[src/rtl/perceptron_pkg.sv]
// Shared types and default widths for the perceptron train scheduler slice.
package perceptron_pkg;

  localparam int unsigned HISTORY_LEN = 12;
  localparam int unsigned INDEX_SIZE  = 8;
  localparam int unsigned THRESHOLD   = 38;
  localparam int unsigned CONF_W      = 8;

  typedef struct packed {
    logic [INDEX_SIZE-1:0]  index;
    logic [HISTORY_LEN-1:0] history;
    logic                   pred;
    logic [CONF_W-1:0]      conf;
  } inflight_entry_t;

  typedef enum logic {
    IDLE  = 1'b0,
    TRAIN = 1'b1
  } state_t;

endpackage

[src/rtl/pts_inflight_fifo.sv]
// In-order circular buffer of in-flight predictions; flush drops everything
// behind the entry being popped.
module pts_inflight_fifo
  import perceptron_pkg::*;
#(
  parameter int unsigned DEPTH = 8
) (
  input  logic                     clk,
  input  logic                     reset,
  input  logic                     push,
  input  inflight_entry_t          push_data,
  input  logic                     pop,
  input  logic                     flush,
  output inflight_entry_t          head,
  output logic [$clog2(DEPTH):0]   count
);

  localparam int unsigned PTR_W = $clog2(DEPTH);
  localparam int unsigned CNT_W = PTR_W + 1;

  inflight_entry_t    mem [DEPTH];
  logic [PTR_W-1:0]   head_ptr;
  logic [PTR_W-1:0]   tail_ptr;

  assign head = mem[head_ptr];

  // Storage carries no reset; validity is tracked by count alone.
  always_ff @(posedge clk) begin
    if (push) mem[tail_ptr] <= push_data;
  end

  always_ff @(posedge clk or posedge reset) begin
    if (reset) begin
      head_ptr <= '0;
      tail_ptr <= '0;
      count    <= '0;
    end else if (flush) begin
      head_ptr <= head_ptr + PTR_W'(1);
      tail_ptr <= head_ptr + PTR_W'(1);
      count    <= '0;
    end else begin
      if (push) tail_ptr <= tail_ptr + PTR_W'(1);
      if (pop)  head_ptr <= head_ptr + PTR_W'(1);
      count <= count + CNT_W'(push) - CNT_W'(pop);
    end
  end

endmodule

[src/rtl/perceptron_train_scheduler.sv]
// Sequences perceptron predictions through resolution and training.
// Define PTS_STATS_EN to add saturating branch/mispredict/train counters.
module perceptron_train_scheduler
  import perceptron_pkg::*;
#(
  parameter int unsigned DEPTH     = 8,
  parameter int unsigned THRESHOLD = perceptron_pkg::THRESHOLD
) (
  input  logic                     clk,
  input  logic                     reset,
  input  logic                     pred_valid,
  output logic                     pred_ready,
  input  logic [63:0]              pred_ip,
  input  logic                     pred_taken,
  input  logic [CONF_W-1:0]        pred_conf,
  output logic [HISTORY_LEN-1:0]   spec_history,
  input  logic                     res_valid,
  output logic                     res_ready,
  input  logic                     res_taken,
  output logic                     train_valid,
  input  logic                     train_ready,
  output logic [INDEX_SIZE-1:0]    train_index,
  output logic [HISTORY_LEN-1:0]   train_history,
  output logic                     train_taken,
  output logic                     mispredict,
  output logic [$clog2(DEPTH):0]   occupancy
`ifdef PTS_STATS_EN
  ,
  output logic [31:0]              stat_branches,
  output logic [31:0]              stat_mispredicts,
  output logic [31:0]              stat_trains
`endif
);

  localparam int unsigned CNT_W = $clog2(DEPTH) + 1;

  state_t             state;
  state_t             next_state;
  inflight_entry_t    head;
  inflight_entry_t    push_entry;
  logic [CNT_W-1:0]   count;
  logic               push;
  logic               resolve;
  logic               miss_c;
  logic               need_c;
  logic               unused_ip;

  assign unused_ip = ^pred_ip[63:INDEX_SIZE];

  assign miss_c  = head.pred != res_taken;
  assign need_c  = miss_c || (head.conf <= CONF_W'(THRESHOLD));
  assign push    = pred_valid && pred_ready;
  assign resolve = res_valid && res_ready;

  assign push_entry = '{index:   pred_ip[INDEX_SIZE-1:0],
                        history: spec_history,
                        pred:    pred_taken,
                        conf:    pred_conf};

  assign train_valid = (state == TRAIN);
  assign occupancy   = count;

  pts_inflight_fifo #(.DEPTH(DEPTH)) u_fifo (
    .clk       (clk),
    .reset     (reset),
    .push      (push),
    .push_data (push_entry),
    .pop       (resolve),
    .flush     (resolve && miss_c),
    .head      (head),
    .count     (count)
  );

  always_ff @(posedge clk or posedge reset) begin
    if (reset) state <= IDLE;
    else       state <= next_state;
  end

  always_comb begin
    next_state = state;
    pred_ready = 1'b0;
    res_ready  = 1'b0;
    case (state)
      IDLE: begin
        pred_ready = (count != CNT_W'(DEPTH));
        res_ready  = (count != '0);
        if (res_valid && (count != '0) && need_c) next_state = TRAIN;
      end
      TRAIN: begin
        if (train_ready) next_state = IDLE;
      end
      default: next_state = IDLE;
    endcase
  end

  // A mispredict rebuilds history from the resolved branch, overriding any push.
  always_ff @(posedge clk or posedge reset) begin
    if (reset) begin
      spec_history  <= '0;
      mispredict    <= 1'b0;
      train_index   <= '0;
      train_history <= '0;
      train_taken   <= 1'b0;
    end else begin
      mispredict <= resolve && miss_c;
      if (resolve) begin
        train_index   <= head.index;
        train_history <= head.history;
        train_taken   <= res_taken;
      end
      if (resolve && miss_c)
        spec_history <= {head.history[HISTORY_LEN-2:0], res_taken};
      else if (push)
        spec_history <= {spec_history[HISTORY_LEN-2:0], pred_taken};
    end
  end

`ifdef PTS_STATS_EN
  always_ff @(posedge clk or posedge reset) begin
    if (reset) begin
      stat_branches    <= '0;
      stat_mispredicts <= '0;
      stat_trains      <= '0;
    end else begin
      if (resolve && (stat_branches != '1))
        stat_branches <= stat_branches + 32'(1);
      if (resolve && miss_c && (stat_mispredicts != '1))
        stat_mispredicts <= stat_mispredicts + 32'(1);
      if ((state == TRAIN) && train_ready && (stat_trains != '1))
        stat_trains <= stat_trains + 32'(1);
    end
  end
`endif

endmodule

[config.mk]
export PLATFORM = sky130hd
export DESIGN_NAME = perceptron_train_scheduler
export DESIGN_NICKNAME = d
export VERILOG_FILES = /design/src/rtl/perceptron_pkg.sv /design/src/rtl/pts_inflight_fifo.sv /design/src/rtl/perceptron_train_scheduler.sv
export SDC_FILE = /design/constraint.sdc
export NUM_CORES = 1
export LEC_CHECK = 0
export ABC_AREA = 1
export BUFFER_PORTS_ARGS = -buffer_cell sky130_fd_sc_hd__buf_4
export CORE_UTILIZATION = 45
export CTS_BUF_LIST = sky130_fd_sc_hd__clkbuf_16
export CTS_CLUSTER_DIAMETER = 80
export DETAILED_ROUTE_END_ITERATION = 8
export GPL_TIMING_DRIVEN = 1
export REMOVE_ABC_BUFFERS = 1
export SLEW_MARGIN = 15
export SYNTH_ARGS = -nofsm -noshare
export SYNTH_HDL_FRONTEND = slang
export SYNTH_SLANG_ARGS = --single-unit
[constraint.sdc]
create_clock -name clk -period 9.25 [get_ports clk]
set_clock_uncertainty 0.2 [all_clocks]
set_input_delay 0.925 -clock clk [delete_from_list [all_inputs] [get_ports clk]]
set_output_delay 0.925 -clock clk [all_outputs]
set_load 0.02 [all_outputs]
# --- Word level (Yosys, flattened, before mapping) ---
# Memories as Yosys holds them, arrays and structs flattened.
# Cells that the tools add are included.
word_totals:
  wordCells: 41
  output_inout_bits: 41
  mem_bits_rw: 232
  ff_bits: 45
  n_memories: 1
mem_list:
  columns: ["memory", "words", "width", "read_ports", "rd_clocked_by_memory_dff", "wr", "line", "source"]
  rows:
  - ["u_fifo.mem", 8, 29, 1, 0, 1, "pts_inflight_fifo.sv:21", "inflight_entry_t mem [DEPTH];"]
classes:
  reduce_logical: 9
  muxes: 14
  n_addsub: 4
  order_cmp: 1
  eq_ne: 2
  bitwise: 1
op_table:
  columns: ["op", "count"]
  rows:
  - ["2-to-1 mux 12 bit", 2]
  - ["2-to-1 mux 3 bit", 4]
  - ["less-or-equal comparator 8 x 6 -> 1 bit (second input constant)", 1]
  - ["adder 3 x 1 -> 3 bit (second input constant)", 2]
  - ["2-to-1 mux 1 bit", 6]
  - ["logical AND 1 bit", 5]
  - ["adder 4 x 1 -> 4 bit", 1]
  - ["2-to-1 mux 4 bit", 1]
  - ["inequality test 4 bit (second input constant)", 1]
  - ["nonzero test 2 bit", 2]
  - ["nonzero test 4 bit", 1]
  - ["subtractor 4 x 1 -> 4 bit", 1]
  - ["case mux 1 bit (2 select lines)", 1]
  - ["logical OR 1 bit", 1]
  - ["inequality test 1 bit", 1]
  - ["NOT 1 bit", 1]

# --- Depth between registers and ports, before layout ---
# Gate-level depths: netlist (run 1).
depth:
  ltp_word: 6
  mapped_depth: 13
  mapped_depth_nobuf: 12

# --- Cells and area by module ---
# Synthesis (run 1) repeated with hierarchy kept, for this count alone.
unflattened:
  cells_unflattened: 1298
  area_unflattened_um2: 12381.9
modules_own_cells:
  columns: ["module", "cells_per_inst", "seq_area_each_um2", "area_each_um2", "instances"]
  rows:
  - ["pts_inflight_fifo", 1088, 7216.9, 10717.8, 1]
  - ["perceptron_train_scheduler", 210, 875.8, 1664.1, 1]

# --- Least setup slack after synthesis (run 1) ---
# Ideal clock, no wire load.
synth_path:
  path_kind: "flip-flop to flip-flop"
  from: "register u_fifo.count[2]"
  to: "memory u_fifo.mem[4][0] (netlist name), enable pin"
  t_arrival_ns: 3.264
  slack_ns: 5.335
  path_buffers: 0
  stages_incl_launch_ff: 6
  cell_sequence: "dfrtp_1 > inv_1 > ha_1 > a21oi_2 > nand2_2 > nor3_1"
synth_between:
  elab_chain_cells: 5
synth_lines:
  columns: ["element", "line", "source"]
  rows:
  - ["start: declaration", "pts_inflight_fifo.sv:15", "output logic [$clog2(DEPTH):0] count"]
  - ["start signal: assignment", "pts_inflight_fifo.sv:44", "count <= count + CNT_W'(push) - CNT_W'(pop);"]
  - ["inequality test 4 bit", "perceptron_train_scheduler.sv:85", "pred_ready = (count != CNT_W'(DEPTH));"]
  - ["2-to-1 mux 1 bit", "perceptron_train_scheduler.sv:83", "case (state)"]
  - ["net pred_ready", "perceptron_train_scheduler.sv:12", "output logic pred_ready,"]
  - ["logical AND 1 bit", "perceptron_train_scheduler.sv:52", "assign push = pred_valid && pred_ready;"]
  - ["2-to-1 mux 1 bit", "pts_inflight_fifo.sv:29", "if (push) mem[tail_ptr] <= push_data;"]
  - ["2-to-1 mux 1 bit (not written as such)", "pts_inflight_fifo.sv:29", null]
  - ["end: declaration", "pts_inflight_fifo.sv:21", null]
# The timed path passes the listed nets, and every way through them passes these cells.

# --- Worst setup path in the final report (run 1) ---
layout_path:
  from: "register u_fifo.head_ptr[0]"
  to: "register spec_history[10]"
layout_between:
  elab_chain_cells: 4
  elab_cells_between_ends: 5
layout_lines:
  columns: ["element", "line", "source"]
  rows:
  - ["start: declaration", "pts_inflight_fifo.sv:22", "logic [PTR_W-1:0] head_ptr;"]
  - ["start signal: assignment", "pts_inflight_fifo.sv:38", "head_ptr <= head_ptr + PTR_W'(1);"]
  - ["start signal: assignment", "pts_inflight_fifo.sv:43", "if (pop) head_ptr <= head_ptr + PTR_W'(1);"]
  - ["memory read (8 x 29 bit) *", null, null]
  - ["inequality test 1 bit", "perceptron_train_scheduler.sv:50", "assign miss_c = head.pred != res_taken;"]
  - ["logical AND 1 bit", "perceptron_train_scheduler.sv:111", "if (resolve && miss_c)"]
  - ["2-to-1 mux 12 bit or nonzero test 2 bit (tied branches)", null, null]
  - ["end signal: assignment", "perceptron_train_scheduler.sv:112", "spec_history <= {head.history[HISTORY_LEN-2:0], res_taken};"]
  - ["end signal: assignment", "perceptron_train_scheduler.sv:114", "spec_history <= {spec_history[HISTORY_LEN-2:0], pred_taken};"]
  - ["end: declaration", "perceptron_train_scheduler.sv:16", "output logic [HISTORY_LEN-1:0] spec_history,"]
# Mark *: on every way between the ends. The rest lies on a longest branch, timed or not.
# A chain may end at the register's enable or synchronous reset.

==> results of run 1 <==
registers in the layout (all words and copies together) (netlist names):
name	cells
train_history	12
u_fifo.mem	232
train_taken	1
train_valid	1
u_fifo.head_ptr	3
mispredict	1
u_fifo.count	4
train_index	8
spec_history	12
u_fifo.tail_ptr	3
worst max-delay path: stages (launching register included):
cell     delay (ns)
dfrtp_2        0.35
buf_4          0.41
buf_4          0.59
nand2_1        0.11
nand3_1        0.12
nand3_2        0.09
nand3_2        0.38
nand2_2        0.45
nor2_4         0.41
nand2_1        0.10
nand2_1        0.07
how the worst min path moves through the flow:
| stage | to | slack, ns |
|---|---|---|
| floorplan | u_fifo.tail_ptr[2] | 0.32 |
| global placement | train_index[7] | 0.26 |
| detailed placement | train_history[2] | 0.27 |
| CTS | train_history[2] | 0.28 |
| global route | train_history[11] | 0.31 |
| finish | train_history[2] | 0.28 |
layer usage:
metal	share of wire, %	vias to the layer above	wire [um]
met5	0	-	0
met4	1.7	0	404
met3	4.4	29	1050
met2	49	152	11600
met1	45	3291	10900
li1	-	3208	-
power groups by stage:
stage	clock, mW	sequential (mW)	combinational (mW)
final	1.01	1.80	1.37
after global routing	1.07	1.83	1.53
after CTS	1.03	1.80	1.39
after detailed placement	0	1.83	1.38
after global placement	0	1.82	1.37
after floorplan	0	1.95	0.698
layout by cell type, fill, tap and decap left out, drive strengths merged:
cell type  count
xnor2          2
clkinvlp       1
nand3b         6
clkbuf        29
fa             1
o221ai        15
or2            1
inv           47
o211ai        11
edfxtp       232
dfrtp         45
nand3         41
buf           77
clkinv        15
o22ai         18
xor2           3
nor3          10
a21oi          5
o21ai        104
nor2         115
or3            1
nand2        157
ha             8
nand4          6
cell usage after synthesis:
master,count
nand3_4,1
o21ai_0,91
or2_2,1
a21oi_1,4
xnor2_1,2
nand3_1,36
o221ai_1,15
nor2_1,113
buf_6,11
nand2_1,153
edfxtp_1,232
buf_2,11
inv_2,2
nand3b_1,6
dfrtp_1,45
nand4_1,6
buf_4,6
o21ai_1,13
nand2_2,4
or3_1,1
ha_1,8
clkbuf_1,19
fa_1,1
o211ai_1,11
nor3_1,10
nor2_2,1
a21oi_2,1
nand3_2,4
o22ai_1,18
inv_1,37
xor2_1,3
inv_6,1
nor2_4,1
kinds of logic (layout without fill, tap and decap cells):
group,Yosys count,in the layout,synth area share (%)
buffers and inverters,87,169,4.09
and+or+nand+nor,337,337,12.9
DFF,277,277,73.5
xor gates and xnor gates,5,5,0.398
adders and majority gates,9,9,1.09
AOI/OAI and AO/OA,153,153,7.96
through the flow:
stage | instances | power (mW)
global route | 1269 | 4.44
CTS | 1269 | 4.22
detailed placement | 1217 | 3.21
finish | 1269 | 4.18
floorplan | 821 | 2.65
global placement | 1217 | 3.19
final cells by class:
type	count	area [sq um]
multi-input cells	504	2510
clock buffers	29	726
repair buffers	77	578
well taps	319	399
fillers	2055	11200
flip-flops and latches	277	8100
inverters	40	155
clock inverters	23	97.6
==> summary.txt, run 1 <==
Worst R2R Path Depth -> 10
CTS tree -> yes
Crit path arrival time -> 3.69 ns
total of warnings raised by yosys -> 0
Post-CTS Hold Buffers -> 0
Hold Startpoint -> train_history[2]
Netlist Area Pre-Place -> 11000 sq um
sw frac -> 36.6%
R2R Path End -> spec_history[10]
final worst slack -> 5.83 ns
grt ovf -> 0
Avg Inst Size Synth -> 12.7 sq um
met2 global-route usage -> 33.2%
post-synth top area share -> 63.3%
CTS Buf Count -> 28
critical-path maximum fanout -> 59
starting density of the core -> 46.3%
pin count of the biggest net entering global routing -> 101
WP data required -> 9.52 ns
initial antenna violation count -> 0
GRT Util Overall -> 19.8%
Hold Path Class -> reg -> reg
post-DP HPWL -> 12.7 mm
worst rel slew slack -> 25.1%
Clk pwr share -> 24.1%
Psw -> 1.53 mW
clk_lat worst skew -> 0.53 ns
Nets -> 1016
H-tree Lvls -> 1
Synth area leader -> edfxtp_1
endpoints failing setup -> 0
Die Y -> 158 um
first-pass GRT wire length -> 36.9 mm
vias in the first global route -> 6350
gpl congestion -> 0.745
Max Cap Viol -> 0
drt pass-1 iters -> 4
Slew @ Worst Pin -> 1.12 ns
fin util -> 52.9%
# DRC -> 0
outcome -> complete, no violations
CP endpoint kind -> flop
Reg2Reg Launch Point -> u_fifo.head_ptr[0]
Root Buffer -> clkbuf_16
hold depth -> 2
gr busiest metal -> met2
CORE AREA -> 23800 sq um
post-CTS setup buffer count -> 0
Rows -> 56
design area -> 12600 sq um
Gate power share -> 32.8%
Critical Path Start Type -> flop
minimum clock period -> 3.42 ns
fmax -> 0.292 GHz
fraction of layout cells with a size suffix above 1 -> 14.7%
WHS -> 0.276 ns
Initial DRC Count -> 442
Tcrit/Tclk final -> 37.0%
sequential area share after synthesis -> 73.5%
Global Route met3 Usage -> 2.75%
Worst Setup Path Type -> reg -> reg
cell internal pwr -> 2.65 mW
crit path from -> u_fifo.head_ptr[0]
flops & latches, synth -> 277
I/O Buffers -> 63
via count -> 6680
P_leak -> 4.70 nW
clock tree sinks -> 277
max-slew violations -> 0
clock-pin slew on the worst setup and hold paths -> 0.06 ns
CTS max path bufs -> 3
top cells by area, synth -> edfxtp_1 (63%), dfrtp_1 (10%), nand2_1 (5.2%), o21ai_0 (4.1%), nor2_1 (3.9%)
worst IR drop on VDD -> 192 uV
drt wl/cell -> 18.9 um
Netlist cell types -> 33
die width -> 158 um
Sequential Power Share -> 43.1%
die area -> 25100 sq um
Mapped Cells -> 868
DR vias/cell -> 5.26
post-place setup slack -> 5.62 ns
Post-DP Area -> 11700 sq um
power per cell area -> 333 nW/um^2
routed wire length -> 24.0 mm
unrepaired setup endpoints after global routing -> false
R2R Setup Slk -> 5.83 ns
M1 GR Usage -> 27.4%
diodes inserted -> 0
post-cts gate resize count -> 0
Worst Setup EP -> spec_history[10]
synth-to-layout area growth -> 14.2%
final hold violation count -> 0
Antenna Nets Post-Route -> 0
TNS Setup -> 0 ns
Ports -> 120
(Power assumes the default switching activity.)
==> inputs of run 2 (changes only) <==
Settings changed: PLACE_DENSITY set to 0.66.
Clock period 9.25 ns to 3.07 ns, I/O delays scaled along.
==> run 2 against run 1 <==
Effect of this change: via count rose by 2.1%; critical path depth rose by 1; sequential power rose to 3.0 times the previous value.
==> summary.txt, run 2 (synthesis gave the netlist of run 1 again) <==
Largest register FFs -> 232
worst rel slew slack -> 49.8%
max incr delay on CP -> 0.38 ns
Slew @ Worst Pin -> 0.751 ns
Reg2Reg Launch Point -> u_fifo.count[2]
fraction of layout cells with a size suffix above 1 -> 15.9%
WHS -> 0.0902 ns
critical-path maximum fanout -> 23
CORE AREA -> 23800 sq um
routed wire length -> 23.9 mm
via count -> 6820
Worst Setup EP -> u_fifo.count[2]
DR vias/cell -> 5.23
max-slew violations -> 0
Largest regs -> u_fifo.mem: 232 flops, spec_history: 12 flops, train_history: 12 flops
final cell count without fillers -> 1305
I/O Buffers -> 63
CTS Buf Count -> 28
# DRC -> 0
critical path depth -> 11
GRT Util Overall -> 19.6%
CTS tree -> yes
drt pass-1 iters -> 5
Worst R2R Path Depth -> 11
clock-pin slew on the worst setup and hold paths -> 0.06 ns
Worst Setup Path Type -> reg -> reg
P_leak -> 4.89 nW
minimum clock period -> 2.52 ns
Nets -> 1052
worst IR drop on VDD -> 572 uV
Critical Path Start Type -> flop
Tcrit/Tclk final -> 82.2%
clock tree sinks -> 277
crit path from -> u_fifo.count[2]
first-pass GRT wire length -> 36.8 mm
Hold Path Class -> in -> reg
final worst slack -> 0.546 ns
post-place setup slack -> 0.535 ns
R2R Path End -> u_fifo.count[2]
CTS max path bufs -> 3
outcome -> complete, no violations
Worst Path Buf+Inv -> 3
Ports -> 120
initial antenna violation count -> 0
CP endpoint kind -> flop
crit-path leading delay family -> adder cells
clk_lat worst skew -> 0.53 ns
fin util -> 54.5%
grt ovf -> 0
Crit path arrival time -> 2.73 ns
starting density of the core -> 46.3%
die width -> 158 um
Largest Register -> u_fifo.mem
pin count of the biggest net entering global routing -> 98
diodes inserted -> 0
power per cell area -> 989 nW/um^2
post-CTS setup buffer count -> 0
Rows -> 56
H-tree Lvls -> 1
gpl congestion -> 0.739
die area -> 25100 sq um
# placed instances -> 1233
fmax -> 0.396 GHz
Die Y -> 158 um
final hold violation count -> 0
most frequent cells in the layout -> edfxtp_1 (232), nand2_1 (153), nor2_1 (109)
post-cts gate resize count -> 0
crit path max-delay cell type -> fa_1
WP data required -> 3.27 ns
drt wl/cell -> 18.3 um
R2R Setup Slk -> 0.55 ns
Root Buffer -> clkbuf_16
commonest non-fill, non-tap cell in the layout -> edfxtp_1
CP cell instances -> inv_1 > ha_1 > nand2_2 > nand3_4 > inv_1 > ha_1 > inv_1 > ha_1 > fa_1 > xnor2_1 > nor2_1
Max Cap Viol -> 0
unrepaired setup endpoints after global routing -> false
Antenna Nets Post-Route -> 0
vias in the first global route -> 6518
Initial DRC Count -> 465
post-DP HPWL -> 13.5 mm
synth-to-layout area growth -> 17.7%
endpoints failing setup -> 0
Post-CTS Hold Buffers -> 20
## run 2: cell count changes in the layout (fill, tap and decap cells not counted), sizes merged
cell,previous run,this run
dlygate4sd3,0,20
buf,77,93
bufinv,0,1
clkinvlp,1,0
## run 2: worst min path at each step
stage                               from                  to  slack, ns  cells after the start
after floorplan             pred_conf[0]    u_fifo.mem[0][0]       0.21                      0
after global placement    train_index[2]      train_index[2]       0.26                      2
after detailed placement  train_index[2]      train_index[2]       0.27                      2
after CTS                      res_valid    train_history[3]       0.08                      3
after global routing          pred_valid  u_fifo.tail_ptr[1]       0.11                      5
final                          res_valid    train_history[3]       0.09                      3
## run 2: layer usage
layer	global-route usage, %	up-vias	routed length, um
li1	-	3276	-
met1	27.3	3320	10800
met2	32.1	191	11300
met3	2.94	33	1310
met4	5.45	0	444
met5	0	-	0
## run 2: worst register-to-register path: stages (launching register included)
cell and delay, ns:
dfrtp_1 0.37, inv_1 0.10, ha_1 0.19, nand2_2 0.07, nand3_4 0.23, inv_1 0.10, ha_1 0.28, inv_1 0.04
ha_1 0.21, fa_1 0.38, xnor2_1 0.17, nor2_1 0.06
## run 2: per-stage QoR
stage	TNS (ns)	power, mW	instance area, sq um
after CTS	0	12.9	12900
after floorplan	-155.13	7.99	10700
after global routing	0	13.6	12900
after detailed placement	0	9.76	11900
final	0	12.8	12900
after global placement	0	9.67	11900
## run 2: cell type report
class                           count  area [sq um]
Clock inverter                     23           125
Tap cell                          319           399
Inverter                           40           155
Clock buffer                       29           726
Multi-Input combinational cell    504          2510
Fill cell                        1969         10800
Sequential cell                   277          8100
Timing Repair Buffer              113           936
## run 2: report_power, final
group / internal, mW / switching [mW] / leakage, nW
registers: 4.97 / 0.488 / 2.66
logic: 1.43 / 2.80 / 1.79
clock network: 1.78 / 1.35 / 0.449
==> inputs of run 3 (changes only) <==
Settings changed: PLACE_DENSITY 0.66 to unset.
Clock period 3.07 ns to 2.4 ns, I/O delays scaled along.
==> run 3 against run 2 <==
Effect of this change: power rose by 36%; cell count is 1.1% higher; flip-flop and latch count unchanged; critical path depth unchanged; combinational power increased by 34%; routed wire length increased by 0.92%; hold slack got worse by 0.037 ns; utilization increased by 1.8 points; global-route usage is 0.42 points higher; sequential power grew 29%; highest routed layer unchanged.
==> summary.txt, run 3 (synthesis gave the netlist of run 1 again) <==
# fillers -> 1956
CTS max path bufs -> 3
Root Buffer -> clkbuf_16
H-tree Lvls -> 1
drt wl/cell -> 18.3 um
design area -> 13400 sq um
fmax -> 0.441 GHz
Antenna Nets Post-Route -> 0
Hold Path Class -> in -> async
Largest Register -> u_fifo.mem
clock-pin slew on the worst setup and hold paths -> 0.07 ns
vias in the first global route -> 6591
synth-to-layout area growth -> 21.5%
I/O Buffers -> 63
Worst Setup Path Type -> reg -> reg
Critical Path Start Type -> flop
via count -> 6825
routed wire length -> 24.1 mm
post-place setup slack -> 0.107 ns
diodes inserted -> 0
CORE AREA -> 23800 sq um
Initial DRC Count -> 446
drt pass-1 iters -> 7
first-pass GRT wire length -> 37.3 mm
Largest register FFs -> 232
outcome -> complete, no violations
Die Y -> 158 um
unrepaired setup endpoints after global routing -> false
critical-path maximum fanout -> 4
cell mode on critical path -> inv_1
CTS tree -> yes
DR vias/cell -> 5.17
max-slew violations -> 0
most frequent cells in the layout -> edfxtp_1 (232), nand2_1 (153), nor2_1 (109)
GRT Util Overall -> 20.0%
CP endpoint kind -> flop
Post-DP Area -> 12100 sq um
Rows -> 56
initial antenna violation count -> 0
starting density of the core -> 46.3%
# DRC -> 0
clock tree sinks -> 277
commonest non-fill, non-tap cell in the layout -> edfxtp_1
die width -> 158 um
Slew @ Worst Pin -> 0.429 ns
crit-path leading delay family -> adder cells
Largest regs -> u_fifo.mem: 232 flops, spec_history: 12 flops, train_history: 12 flops
Worst Path Buf+Inv -> 4
crit path max-delay cell type -> fa_2
minimum clock period -> 2.27 ns
final worst slack -> 0.135 ns
gpl congestion -> 0.737
fraction of layout cells with a size suffix above 1 -> 18.3%
final hold violation count -> 0
Max Cap Viol -> 0
clk_lat worst skew -> 0.54 ns
Ports -> 120
WHS -> 0.0536 ns
Nets -> 1066
worst rel slew slack -> 71.4%
CP cell instances -> inv_1 > ha_2 > nand2_2 > nand3_4 > inv_1 > ha_1 > inv_1 > ha_2 > fa_2 > inv_1 > nor2_1
Tcrit/Tclk final -> 94.4%
max incr delay on CP -> 0.52 ns
grt ovf -> 0
P_leak -> 5.04 nW
Crit path arrival time -> 2.54 ns
Pwr Total -> 17.5 mW
fin util -> 56.3%
CTS Buf Count -> 29
die area -> 25100 sq um
pin count of the biggest net entering global routing -> 41
endpoints failing setup -> 0
WP data required -> 2.68 ns
worst IR drop on VDD -> 689 uV
power per cell area -> 1310 nW/um^2
post-CTS setup buffer count -> 0
post-DP HPWL -> 14.1 mm
[run 3: path summary, 6_finish.rpt]
check	startpoint	to	slack (ns)	cells past startpoint
setup / recovery	u_fifo.count[3]	u_fifo.count[1]	0.13	11
hold / removal	reset	spec_history[4]	0.05	3
setup reg to reg	u_fifo.count[3]	u_fifo.count[1]	0.13	11
hold reg to reg	train_index[7]	train_index[7]	0.28	2
max in group asynchronous	reset	u_fifo.head_ptr[0]	1.33	4
min in group clk	res_valid	spec_history[3]	0.13	7
[run 3: final cells by class]
class | instances | area (sq um) | area share, %
clock buffer | 29 | 726 | 5.43
tap | 319 | 399 | 2.98
sequential | 277 | 8100 | 60.5
multi-input combinational | 504 | 2520 | 18.9
clock inverter | 25 | 314 | 2.35
inverter | 40 | 155 | 1.16
timing repair buffer | 126 | 1160 | 8.68
[run 3: per-layer routing]
layer | vias to the layer above | track usage, % | share of wire (%)
met1 | 3329 | 27.0 | 45
met4 | 0 | 5.59 | 2.6
li1 | 3305 | - | -
met5 | - | 0 | 0
met2 | 146 | 33.8 | 48
met3 | 45 | 2.91 | 4.2
[run 3: worst register-to-register path, delay by kind of cell (launching register included)]
family / cells / cell delay [ns]
AND/OR/NAND/NOR: 3 / 0.25
adder cells (fa/ha/maj): 4 / 1.16
buffers and inverters: 4 / 0.20
flip-flops: 1 / 0.40
[run 3: stage by stage]
stage | TNS (ns) | cells
detailed placement | 0 | 1245
finish | 0 | 1320
CTS | 0 | 1320
floorplan | -338.26 | 821
global route | 0 | 1320
global placement | 0 | 1245
[run 3: where the power goes]
| part | switching, mW | internal (mW) | leakage, nW |
|---|---|---|---|
| sequential | 0.662 | 6.35 | 2.66 |
| clock | 1.84 | 2.96 | 0.503 |
| combinational | 3.58 | 2.07 | 1.88 |
| total | 6.07 | 11.4 | 5.04 |
[run 3: timing repair]
action	in CTS	in global routing
setup endpoints to repair	0	1
hold endpoints to repair	188	0
resized for setup	0	3
hold buffers	21	0
